===== src/rtl/ddr_tx_pkg.sv =====
// ---------------------------------------------------------------------------
// ddr_tx_pkg
// Shared types and constants for the output DDR transmit path.
//   tx_state_e  : serializer FSM state (ST_IDLE / ST_SHIFT)
//   IDLE_PAIR   : value held in the pair register when nothing is being sent
//   TX_COUNT_W  : width of the issued-word counter
//   pair_cnt_w  : width of the pair counter for a given word width
// ---------------------------------------------------------------------------
package ddr_tx_pkg;

    typedef enum logic {
        ST_IDLE  = 1'b0,
        ST_SHIFT = 1'b1
    } tx_state_e;

    localparam logic [1:0] IDLE_PAIR  = 2'b00;
    localparam int         TX_COUNT_W = 16;

    // A 2-bit word has a single pair, which $clog2 would size to 0 bits.
    function automatic int pair_cnt_w(input int data_w);
        int w;
        w = $clog2(data_w / 2);
        if (w < 1) begin
            w = 1;
        end
        return w;
    endfunction

endpackage


===== src/rtl/ddr_tx_fifo.sv =====
// ---------------------------------------------------------------------------
// ddr_tx_fifo
// Small synchronous word FIFO in front of the serializer.
//   clk_i, rst_ni : clock, asynchronous active-low reset
//   push_i, din_i : write din_i (caller guarantees !full_o)
//   pop_i         : advance read pointer (caller guarantees !empty_o)
//   dout_o        : word at the head, valid while !empty_o
//   full_o        : occupancy == FIFO_DEPTH
//   empty_o       : occupancy == 0
//   count_o       : registered occupancy
// ---------------------------------------------------------------------------
module ddr_tx_fifo #(
    parameter int DATA_W     = 8,
    parameter int FIFO_DEPTH = 4
) (
    input  logic                          clk_i,
    input  logic                          rst_ni,
    input  logic                          push_i,
    input  logic                          pop_i,
    input  logic [DATA_W-1:0]             din_i,
    output logic [DATA_W-1:0]             dout_o,
    output logic                          full_o,
    output logic                          empty_o,
    output logic [$clog2(FIFO_DEPTH):0]   count_o
);

    localparam int PTR_W = $clog2(FIFO_DEPTH);
    localparam int CNT_W = PTR_W + 1;

    logic [DATA_W-1:0] mem_q [FIFO_DEPTH];
    logic [PTR_W-1:0]  wr_ptr_q;
    logic [PTR_W-1:0]  rd_ptr_q;
    logic [CNT_W-1:0]  count_q;

    // Storage carries no reset; only pointers and occupancy define validity.
    always_ff @(posedge clk_i) begin
        if (push_i) begin
            mem_q[wr_ptr_q] <= din_i;
        end
    end

    // Power-of-2 depth lets the pointers wrap by natural overflow.
    always_ff @(posedge clk_i or negedge rst_ni) begin
        if (!rst_ni) begin
            wr_ptr_q <= '0;
            rd_ptr_q <= '0;
            count_q  <= '0;
        end else begin
            if (push_i) begin
                wr_ptr_q <= wr_ptr_q + PTR_W'(1);
            end
            if (pop_i) begin
                rd_ptr_q <= rd_ptr_q + PTR_W'(1);
            end
            if (push_i && !pop_i) begin
                count_q <= count_q + CNT_W'(1);
            end else if (pop_i && !push_i) begin
                count_q <= count_q - CNT_W'(1);
            end
        end
    end

    assign dout_o  = mem_q[rd_ptr_q];
    assign full_o  = (count_q == CNT_W'(FIFO_DEPTH));
    assign empty_o = (count_q == '0);
    assign count_o = count_q;

endmodule


===== src/rtl/o_ddr.sv =====
// ---------------------------------------------------------------------------
// O_DDR
// Behavioural model of the vendor output DDR cell.
//   D[1:0] in  : pair captured on rising C; D[0] drives the high phase,
//                D[1] the low phase of the following cycle
//   E      in  : capture enable
//   R      in  : asynchronous reset, active-high, forces Q to 0
//   C      in  : clock
//   Q      out : pad output
// ---------------------------------------------------------------------------
module O_DDR (
    input  logic [1:0] D,
    input  logic       E,
    input  logic       R,
    input  logic       C,
    output logic       Q
);

    logic [1:0] d_q;

    always_ff @(posedge C or posedge R) begin
        if (R) begin
            d_q <= 2'b00;
        end else if (E) begin
            d_q <= D;
        end
    end

    assign Q = R ? 1'b0 : (C ? d_q[0] : d_q[1]);

endmodule


===== src/rtl/output_ddr_tx.sv =====
// ---------------------------------------------------------------------------
// output_ddr_tx
// Accepts parallel words, buffers them, and sends each word LSB-pair first
// through an O_DDR cell, one bit per clock edge.
//   CLK, RST_N : clock, asynchronous active-low reset
//   DIN        : word to transmit
//   DIN_VALID  : DIN is valid
//   DIN_READY  : FIFO can accept a word
//   Q          : pad output (O_DDR.Q)
//   BUSY       : serializer shifting or FIFO non-empty (registered)
//   TX_COUNT   : words fully issued to O_DDR, wraps at 2^16
//
// Handshake: a word transfers on a rising CLK where DIN_VALID && DIN_READY.
// DIN_READY depends only on registered occupancy, never on a same-cycle pop.
// ---------------------------------------------------------------------------
module output_ddr_tx
    import ddr_tx_pkg::*;
#(
    parameter int DATA_W     = 8,
    parameter int FIFO_DEPTH = 4
) (
    input  logic                  CLK,
    input  logic                  RST_N,
    input  logic [DATA_W-1:0]     DIN,
    input  logic                  DIN_VALID,
    output logic                  DIN_READY,
    output logic                  Q,
    output logic                  BUSY,
    output logic [TX_COUNT_W-1:0] TX_COUNT
);

    localparam int               NPAIRS    = DATA_W / 2;
    localparam int               CNT_W     = pair_cnt_w(DATA_W);
    localparam int               OCC_W     = $clog2(FIFO_DEPTH) + 1;
    localparam logic [CNT_W-1:0] LAST_PAIR = CNT_W'(NPAIRS - 1);

    tx_state_e             state_q, state_d;
    logic [CNT_W-1:0]      cnt_q, cnt_d;
    logic [DATA_W-1:0]     shift_q, shift_d;
    logic [DATA_W-1:0]     shifted;
    logic [1:0]            pair_q, pair_d;
    logic                  busy_q, busy_d;
    logic [TX_COUNT_W-1:0] tx_count_q;
    logic                  tx_inc;

    logic                  push, pop;
    logic [DATA_W-1:0]     fifo_dout;
    logic                  fifo_full, fifo_empty;
    logic [OCC_W-1:0]      fifo_count;
    logic [OCC_W-1:0]      occ_next;
    logic                  oddr_rst;

    assign push = DIN_VALID && !fifo_full;

    ddr_tx_fifo #(
        .DATA_W     (DATA_W),
        .FIFO_DEPTH (FIFO_DEPTH)
    ) u_fifo (
        .clk_i   (CLK),
        .rst_ni  (RST_N),
        .push_i  (push),
        .pop_i   (pop),
        .din_i   (DIN),
        .dout_o  (fifo_dout),
        .full_o  (fifo_full),
        .empty_o (fifo_empty),
        .count_o (fifo_count)
    );

    always_comb begin
        state_d = state_q;
        cnt_d   = cnt_q;
        shift_d = shift_q;
        pair_d  = pair_q;
        pop     = 1'b0;
        tx_inc  = 1'b0;
        shifted = shift_q >> 2;
        case (state_q)
            ST_IDLE: begin
                pair_d = IDLE_PAIR;
                cnt_d  = '0;
                if (!fifo_empty) begin
                    pop     = 1'b1;
                    shift_d = fifo_dout;
                    pair_d  = fifo_dout[1:0];
                    state_d = ST_SHIFT;
                end
            end
            ST_SHIFT: begin
                if (cnt_q != LAST_PAIR) begin
                    shift_d = shifted;
                    pair_d  = shifted[1:0];
                    cnt_d   = cnt_q + CNT_W'(1);
                end else begin
                    // Leaving the last pair: chain straight into the next
                    // word when one is waiting, so no idle pair appears.
                    tx_inc = 1'b1;
                    cnt_d  = '0;
                    if (!fifo_empty) begin
                        pop     = 1'b1;
                        shift_d = fifo_dout;
                        pair_d  = fifo_dout[1:0];
                    end else begin
                        pair_d  = IDLE_PAIR;
                        state_d = ST_IDLE;
                    end
                end
            end
            default: begin
                state_d = ST_IDLE;
                pair_d  = IDLE_PAIR;
                cnt_d   = '0;
            end
        endcase
    end

    // BUSY is registered from next-cycle state and occupancy.
    assign occ_next = fifo_count + OCC_W'(push) - OCC_W'(pop);
    assign busy_d   = (state_d == ST_SHIFT) || (occ_next != '0);

    always_ff @(posedge CLK or negedge RST_N) begin
        if (!RST_N) begin
            state_q    <= ST_IDLE;
            cnt_q      <= '0;
            shift_q    <= '0;
            pair_q     <= IDLE_PAIR;
            busy_q     <= 1'b0;
            tx_count_q <= '0;
        end else begin
            state_q <= state_d;
            cnt_q   <= cnt_d;
            shift_q <= shift_d;
            pair_q  <= pair_d;
            busy_q  <= busy_d;
            if (tx_inc) begin
                tx_count_q <= tx_count_q + TX_COUNT_W'(1);
            end
        end
    end

    assign oddr_rst = !RST_N;

    O_DDR u_oddr (
        .D (pair_q),
        .E (1'b1),
        .R (oddr_rst),
        .C (CLK),
        .Q (Q)
    );

    assign DIN_READY = !fifo_full;
    assign BUSY      = busy_q;
    assign TX_COUNT  = tx_count_q;

endmodule


===== config.mk =====
export PLATFORM = sky130hd
export DESIGN_NAME = output_ddr_tx
export DESIGN_NICKNAME = d
export VERILOG_FILES = /design/src/rtl/ddr_tx_pkg.sv /design/src/rtl/ddr_tx_fifo.sv /design/src/rtl/o_ddr.sv /design/src/rtl/output_ddr_tx.sv
export SDC_FILE = /design/constraint.sdc
export NUM_CORES = 1
export LEC_CHECK = 0
export ABC_AREA = 1
export CAP_MARGIN = 15
export CORE_ASPECT_RATIO = 1.1
export CORE_MARGIN = 1.5
export CORE_UTILIZATION = 60
export DETAILED_ROUTE_END_ITERATION = 10
export PLACE_DENSITY = 0.83
export SYNTH_ARGS = -nofsm -noshare
export SYNTH_HDL_FRONTEND = slang
export SYNTH_SLANG_ARGS = --single-unit

===== constraint.sdc =====
create_clock -name CLK -period 4 [get_ports CLK]
set_clock_uncertainty 0.05 [all_clocks]
set_input_delay 0.6 -clock CLK [delete_from_list [all_inputs] [get_ports CLK]]
set_output_delay 0.6 -clock CLK [all_outputs]
set_load 0.05 [all_outputs]

==> results of run 1 <==
## worst max-delay path by stage
stage	slack, ps	endpoint
global route	150	Q
CTS	170	Q
global placement	440	Q
detailed placement	440	Q
floorplan	570	Q
finish	180	Q
## critical path: stages
cell and delay (ps):
clkbuf_8 110, clkbuf_8 120, a21oi_1 120, clkdlybuf4s50_1 810
## synth_stat cells, drive strengths merged, types with 4 or more instances
| master | number | area, sq um |
|---|---|---|
| buf | 4 | 25.02 |
| dfrtp | 37 | 925.9 |
| edfxtp | 32 | 960.9 |
| ha | 9 | 112.6 |
| inv | 30 | 112.6 |
| nand2 | 60 | 237.7 |
| nand3 | 14 | 70.07 |
| nand4 | 6 | 37.54 |
| nor2 | 45 | 191.4 |
| o21ai | 19 | 95.09 |
| xnor2 | 10 | 87.58 |
| xor2 | 7 | 61.31 |
## flip-flops by register name (all words and copies together), names as in the netlist
register and cells:
cnt_q 2, u_fifo.rd_ptr_q 2, u_fifo.count_o 3, BUSY 1, u_oddr.d_q 2, shift_q 6, pair_q 2, state_q 1
TX_COUNT 16, u_fifo.mem_q 32, u_fifo.wr_ptr_q 2
## final cells by class
class | count | area share
Timing Repair Buffer | 29 | 0.07839
Clock buffer | 20 | 0.05862
Clock inverter | 2 | 0.009712
Sequential cell | 69 | 0.5231
Multi-Input combinational cell | 182 | 0.2796
Tap cell | 56 | 0.01942
Inverter | 30 | 0.03122
## routing by layer
metal	track usage	wire length, microns	vias up
li1	-	-	1009
met3	0.06623	299	8
met2	0.3607	2834	59
met5	0	0	-
met4	0.1642	75	0
met1	0.2536	2272	987
## metrics by stage
step                      area, sq um  std cells  hold slack, ps
final                            3607        388           162.6
after global routing             3607        388           199.6
after CTS                        3607        388           167.0
after detailed placement         3371        367           286.2
after global placement           3371        367           285.1
after floorplan                  3033        285           254.4
## cells by family after synthesis
logic type / synth area share
mux: 0.003713
xor+xnor: 0.04909
fa+ha+maj: 0.05033
buf+inv: 0.04538
compound gates: 0.04043
simple gates: 0.1889
flops: 0.6221
## where the power goes
part	leakage (nW)	internal (mW)	switching [mW]	total, mW
clock network	0.125	0.391	0.282	0.672
registers	0.759	0.936	0.135	1.07
logic	0.678	0.295	0.527	0.822
==> run_results.csv, run 1 <==
group,metric,value,unit
detailed_routing,dr.first_iter.drc_count,110,
cts,cts_tree,"built",
final_layout,areaGrowthSynthToFinish,18.94,%
synth,synth_cell_types,24,
timing,finalSetupViolations,0,
detailed_routing,first_pass_iters,4,
setup_path,crit_path_end_kind,"output port",
setup_path,cp-start-kind,"clock port",
grt,grt_overflow,0,
placed_design,port_buffers,29,
die,dieArea,0.005491,sq mm
grt,antenna_found_initial,0,
detailed_routing,antenna_left,0,
grt,grt_first_pass_wirelength,8990,microns
grt,grt_max_degree,38,
power_and_ir_drop,power.leakage,1.562,nW
grt,grtUsageTotal,0.2251,
die,io_pins,30,
synth,yosysWarnings,0,
final_layout,antenna_cells,0,
die,design.core.area,0.004750,sq mm
timing,rsz0062_at_grt,"false",
setup_path,startpoint,"CLK",
timing,drv_slew,0,
synth,syn-cell-area,0.003033,sq mm
synth,avgSynthCellArea,10.64,sq um
detailed_routing,vias,2063,
final_layout,final_common_cell,"nand2_1",
timing,hold_viol_final,0,
grt,grt_pass1_vias,2086,
placed_design,detailed_place_hpwl,3633,microns
die,die_w,70.79,microns
cts,worst_skew_pair.late_latency,440,ps
detailed_routing,drc,0,
synth,synth-edff-count,32,
detailed_routing,wl_per_cell,14.13,microns
outcome,status,"finished, final reports clean",
cts,cts_setup_buffers,0,
final_layout,utilization,0.7595,
final_layout,fillCellCount,328,
final_layout,final_cell_mix,"57 x nand2_1, 42 x nor2_1, 37 x dfrtp_1",
setup_path,reg2reg_slack,1520,ps
synth,ys.flop_type,"dfrtp_1",
cts,cts_hold_buf,0,
final_layout,nNetsFinal,348,
min_path,hold_class,"in -> async",
synth,ys_seq_elements,69,
synth,synth-async-reset-ratio,0.5362,
synth,synthCells,285,
power_and_ir_drop,ir_worst_vdd,445.1,uV
die,start_util,0.6386,
detailed_routing,drt-vias-per-instance,5.317,
setup_path,path_max_fanout,2,
setup_path,crit_arrival,3170,ps
timing,timing.setup.tns,0,ps
placed_design,post-place-ws,436.8,ps
die,rows,26,
setup_path,ff2ff_path_depth,11,
synth,synth-seq-area-share,0.6221,
timing,tightest_slew,825.2,ps
run,cap_violations,0,
power_and_ir_drop,powerDensity,711.4,mW/mm^2
final_layout,seq_area,0.001887,sq mm
detailed_routing,drt_wl_total,5481,microns
timing,setup_ws,184.1,ps
die,dieHeight,77.57,microns
final_layout,drive_gt1_frac,0.08133,
cts,clk_pin_slew,70,ps
timing,slew_headroom,0.4479,
synth,synth_nets,307,
placed_design,gp_congestion,0.7696,
setup_path,r2r_end,"BUSY",
power_and_ir_drop,power,2.566,mW
cts,cts-resized-gates,0,
setup_path,criticalPathCategory,"clk -> out",
setup_path,r2r_start,"cnt_q[0]",
final_layout,multiInputGateArea,0.001008,sq mm
setup_path,cp.required,3350,ps
Power figures use the tool's default switching activity.
==> inputs of run 2 (changes only) <==
--- a/config.mk
+++ b/config.mk
@@ -9,9 +9,10 @@
 export CAP_MARGIN = 15
 export CORE_ASPECT_RATIO = 1.1
 export CORE_MARGIN = 1.5
-export CORE_UTILIZATION = 60
+export CORE_UTILIZATION = 61
 export DETAILED_ROUTE_END_ITERATION = 10
-export PLACE_DENSITY = 0.83
+export PLACE_DENSITY = 0.84
 export SYNTH_ARGS = -nofsm -noshare
 export SYNTH_HDL_FRONTEND = slang
+export SYNTH_HIERARCHICAL = 1
 export SYNTH_SLANG_ARGS = --single-unit
==> run_results.csv, run 2 <==
group,metric,value,unit
outcome,status,"finished with violations",
outcome,violations,"design-rule violations",
grt,grt_overflow,0,
placed_design,gp_congestion,0.7874,
placed_design,detailed_place_hpwl,3506,microns
grt,grt_pass1_vias,2169,
synth,synth-seq-area-share,0.5972,
cts,worst_skew_pair.late_latency,440,ps
synth,synth-async-reset-ratio,0.5362,
synth,ys_seq_elements,69,
synth,yosysTopAreaCell,"edfxtp_1",
power_and_ir_drop,ir_worst_vdd,416.5,uV
synth,synth_top_area_frac,0.3042,
timing,slew_headroom,0.3596,
cts,cts-resized-gates,0,
cts,cts_tree,"built",
setup_path,criticalPathCategory,"clk -> out",
timing,hold_viol_final,0,
detailed_routing,wl_per_cell,12.87,microns
setup_path,reg2reg_slack,1490,ps
min_path,hold_class,"in -> async",
synth,synth_cell_types,32,
setup_path,slowest_stage,"clkdlybuf4s50_1",
final_layout,regMostFlops,"u_fifo/mem_q",
timing,rsz0062_at_grt,"false",
final_layout,fillCellCount,356,
synth,synthCells,295,
grt,grt_first_pass_wirelength,9197,microns
synth,syn-cell-area,0.003159,sq mm
setup_path,cpPeakStageDelay,800,ps
die,io_pins,30,
detailed_routing,antenna_left,0,
setup_path,crit_arrival,3240,ps
synth,yosysWarnings,6,
setup_path,cp-start-kind,"clock port",
final_layout,seq_area,0.001887,sq mm
power_and_ir_drop,powerDensity,700.4,mW/mm^2
final_layout,multiInputGateArea,0.001023,sq mm
cts,clk_pin_slew,70,ps
setup_path,worst-path-stages,6,
cts,cts_setup_buffers,0,
setup_path,cp.required,3350,ps
detailed_routing,drt_wl_total,5161,microns
cts,cts_hold_buf,0,
final_layout,final_common_cell,"nand2_1",
synth,yosysMostFrequentCell,"nand2_1",
setup_path,critPathTopFamily,"buffers and inverters",
grt,grtUsageTotal,0.2250,
timing,tightest_slew,960.6,ps
run,cap_violations,0,
setup_path,crit_chain,"clkbuf_8 > clkbuf_8 > nand2_1 > nand2_1 > nor2_2 > clkdlybuf4s50_1",
final_layout,largest_reg_flops,32,
timing,drv_slew,0,
final_layout,antenna_cells,0,
setup_path,cp.buffers_inverters,3,
die,dieArea,0.005620,sq mm
synth,synth.area.top_cells,"edfxtp_1 30%, dfrtp_1 29%, nand2_1 8.0%",
setup_path,path_max_fanout,2,
grt,antenna_found_initial,0,
die,start_util,0.6319,
timing,finalSetupViolations,0,
synth,synth-edff-count,32,
setup_path,ff2ff_path_depth,11,
die,dieHeight,78.48,microns
synth,ys.flop_type,"dfrtp_1",
detailed_routing,dr.first_iter.drc_count,127,
grt,grt_max_degree,36,
die,rows,27,
final_layout,fin_area,0.003714,sq mm
power_and_ir_drop,power.leakage,1.676,nW
final_layout,final_cell_mix,"67 x nand2_1, 50 x inv_1, 37 x dfrtp_1",
detailed_routing,drc,2,
placed_design,place_area,0.003486,sq mm
final_layout,drive_gt1_frac,0.1108,
synth,synth_common_cells,"67 x nand2_1, 50 x inv_1, 37 x dfrtp_1, 32 x edfxtp_1, 15 x o211ai_1",
final_layout,areaGrowthSynthToFinish,17.54,%
timing,hold_ws,382.0,ps
detailed_routing,vias,2032,
final_layout,nNetsFinal,359,
synth,avgSynthCellArea,10.71,sq um
setup_path,crit_path_end_kind,"output port",
placed_design,port_buffers,29,
detailed_routing,drt-vias-per-instance,5.067,
die,design.core.area,0.005000,sq mm
die,die_w,71.62,microns
timing,timing.setup.tns,0,ps
detailed_routing,first_pass_iters,7,
==> run 2: cell families (layout without fill, tap and decap cells) <==
| family | Yosys count | in the layout | share of synthesized area |
|---|---|---|---|
| and+or+nand+nor | 108 | 108 | 0.1596 |
| DFF | 69 | 69 | 0.5972 |
| buffers and inverters | 60 | 105 | 0.08237 |
| AOI/OAI and AO/OA | 29 | 29 | 0.06416 |
| xor gates and xnor gates | 17 | 17 | 0.04713 |
| adders and majority gates | 11 | 11 | 0.04832 |
| other | 1 | 4 | 0.001187 |
==> run 2: power breakdown <==
group          internal, mW  switching, mW  total, mW
Sequential            0.933          0.172       1.11
Clock                 0.347          0.313      0.660
Combinational         0.322          0.513      0.836
==> run 2: final timing paths <==
check | from | endpoint
hold / removal | RST_N | u_oddr/d_q[1]
min in group CLK | cnt_q[0] | cnt_q[0]
max in group asynchronous | RST_N | TX_COUNT[1]
setup reg to reg | cnt_q[0] | BUSY
setup / recovery | CLK | Q
hold reg to reg | cnt_q[0] | cnt_q[0]
==> run 2: area by class of cell <==
class / instances / share of cell area
Timing Repair Buffer: 29 / 0.07749
Clock inverter: 4 / 0.006402
Tap cell: 58 / 0.01954
Clock buffer: 18 / 0.05761
Multi-Input combinational cell: 169 / 0.2756
Inverter: 54 / 0.05526
Sequential cell: 69 / 0.5081
==> run 2: routing by layer <==
| layer | wire length, microns | vias up | global-route usage | part of all wire |
|---|---|---|---|---|
| met5 | 0 | - | 0 | 0 |
| met4 | 88 | 0 | 0.1415 | 0.017 |
| met3 | 239 | 8 | 0.08729 | 0.046 |
| met2 | 2635 | 44 | 0.3630 | 0.51 |
| met1 | 2198 | 949 | 0.2469 | 0.43 |
| li1 | - | 1031 | - | - |
==> run 2: tightest hold or removal path, cell delays in order <==
cell and delay (ps):
clkdlybuf4s50_1 480, inv_1 50, inv_2 70
==> run 2: per-stage QoR <==
step           utilization  std cells  setup WS (ps)  power [mW]
5_1_grt             0.7427        401          76.43       2.808
4_1_cts             0.7427        401          101.2       2.629
6_report            0.7427        401          110.0       2.601
3_3_place_gp        0.6972        380          407.3       1.970
3_5_place_dp        0.6972        380          406.8       2.012
2_1_floorplan            -        298          840.9       1.814
==> inputs of run 3 (changes only) <==
--- a/config.mk
+++ b/config.mk
@@ -7,12 +7,15 @@
 export LEC_CHECK = 0
 export ABC_AREA = 1
 export CAP_MARGIN = 15
+export CELL_PAD_IN_SITES_DETAIL_PLACEMENT = 1
+export CELL_PAD_IN_SITES_GLOBAL_PLACEMENT = 2
 export CORE_ASPECT_RATIO = 1.1
 export CORE_MARGIN = 1.5
-export CORE_UTILIZATION = 61
+export CORE_UTILIZATION = 40
 export DETAILED_ROUTE_END_ITERATION = 10
 export PLACE_DENSITY = 0.84
 export SYNTH_ARGS = -nofsm -noshare
 export SYNTH_HDL_FRONTEND = slang
 export SYNTH_HIERARCHICAL = 1
 export SYNTH_SLANG_ARGS = --single-unit
+export TNS_END_PERCENT = 20
==> run_results.csv, run 3 (same netlist as run 2, synthesis figures left out) <==
group,metric,value,unit
final_layout,final_common_cell,"nand2_1",
placed_design,post-place-ws,406.9,ps
run,cap_violations,0,
timing,setup_ws,138.9,ps
grt,grt_overflow,0,
detailed_routing,drc,0,
detailed_routing,antenna_left,0,
detailed_routing,wl_per_cell,12.87,microns
final_layout,largest_reg_flops,32,
cts,worst_skew_pair.late_latency,440,ps
power_and_ir_drop,power,2.678,mW
timing,tightest_slew,997.6,ps
setup_path,cp-start-kind,"clock port",
detailed_routing,drt_wl_total,5778,microns
final_layout,drive_gt1_frac,0.1163,
cts,cts_tree,"built",
final_layout,nNetsFinal,360,
setup_path,crit_chain,"clkbuf_8 > clkbuf_8 > nand2_1 > nand2_1 > nor2_2 > clkdlybuf4s50_1",
die,dieHeight,96.21,microns
detailed_routing,drt-vias-per-instance,4.581,
final_layout,antenna_cells,0,
placed_design,port_buffers,29,
detailed_routing,vias,2057,
timing,slew_headroom,0.3350,
cts,clk_pin_slew,70,ps
setup_path,slowest_stage,"clkdlybuf4s50_1",
placed_design,gp_congestion,0.6864,
setup_path,path_max_fanout,2,
placed_design,place_inst,427,
final_layout,fillCellCount,846,
timing,rsz0062_at_grt,"false",
grt,antenna_found_initial,0,
setup_path,cpPeakStageDelay,790,ps
timing,hold_ws,400.4,ps
power_and_ir_drop,powerDensity,704.9,mW/mm^2
setup_path,crit_path_end_kind,"output port",
timing,finalSetupViolations,0,
power_and_ir_drop,ir_worst_vdd,274.5,uV
timing,timing.setup.tns,0,ps
setup_path,cp.required,3350,ps
die,dieArea,0.008441,sq mm
setup_path,critPathTopFamily,"buffers and inverters",
die,io_pins,30,
grt,grt_max_degree,36,
die,design.core.area,0.007556,sq mm
final_layout,areaGrowthSynthToFinish,20.24,%
placed_design,detailed_place_hpwl,4074,microns
outcome,status,"finished, final reports clean",
grt,grtUsageTotal,0.1671,
final_layout,final_cell_mix,"67 x nand2_1, 50 x inv_1, 37 x dfrtp_1",
cts,cts-resized-gates,0,
detailed_routing,first_pass_iters,5,
final_layout,regMostFlops,"u_fifo/mem_q",
setup_path,criticalPathCategory,"clk -> out",
setup_path,crit_arrival,3210,ps
die,die_w,87.74,microns
setup_path,cp.buffers_inverters,3,
final_layout,final_cells,449,
grt,grt_pass1_vias,2255,
die,rows,33,
detailed_routing,dr.first_iter.drc_count,64,
die,start_util,0.4181,
min_path,hold_class,"reg -> reg",
grt,grt_first_pass_wirelength,10140,microns
timing,drv_slew,0,
timing,hold_viol_final,0,
power_and_ir_drop,power.leakage,1.682,nW
-- run 3: area by class of cell --
type	instances	area [sq um]	area share
Inverter	54	205.2	0.05402
Multi-Input combinational cell	169	1023	0.2694
Clock inverter	7	66.31	0.01746
Timing Repair Buffer	30	292.8	0.07708
Clock buffer	15	192.7	0.05072
Tap cell	105	131.4	0.03459
Sequential cell	69	1887	0.4967
-- run 3: stage by stage --
step / instance area, sq um / utilization
2_1_floorplan: 3171 / -
3_3_place_gp: 3540 / 0.4685
3_5_place_dp: 3540 / 0.4685
4_1_cts: 3799 / 0.5027
5_1_grt: 3799 / 0.5027
6_report: 3799 / 0.5027
-- run 3: timing repair --
action                    4_1_cts  5_1_grt
hold endpoints to repair        2        0
hold buffers                    1        0
buffers inserted                0        0
-- run 3: power by group --
part	switching (mW)	internal [mW]
registers	0.179	0.933
logic	0.537	0.324
clock network	0.316	0.389
-- run 3: final timing paths --
kind | from | to | slack, ps | depth (start not counted)
setup / recovery | CLK | Q | 140 | 6
hold / removal | cnt_q[0] | cnt_q[0] | 400 | 1
setup reg to reg | cnt_q[0] | BUSY | 1460 | 11
hold reg to reg | cnt_q[0] | cnt_q[0] | 400 | 1
max in group asynchronous | RST_N | shift_q[3] | 2880 | 3
min in group asynchronous | RST_N | u_oddr/d_q[0] | 520 | 4
-- run 3: metal layers --
layer,wire length (microns),GRT usage
met1,2573,0.1852
met3,188,0.06346
met4,107,0.1124
met2,2909,0.2659
met5,0,0
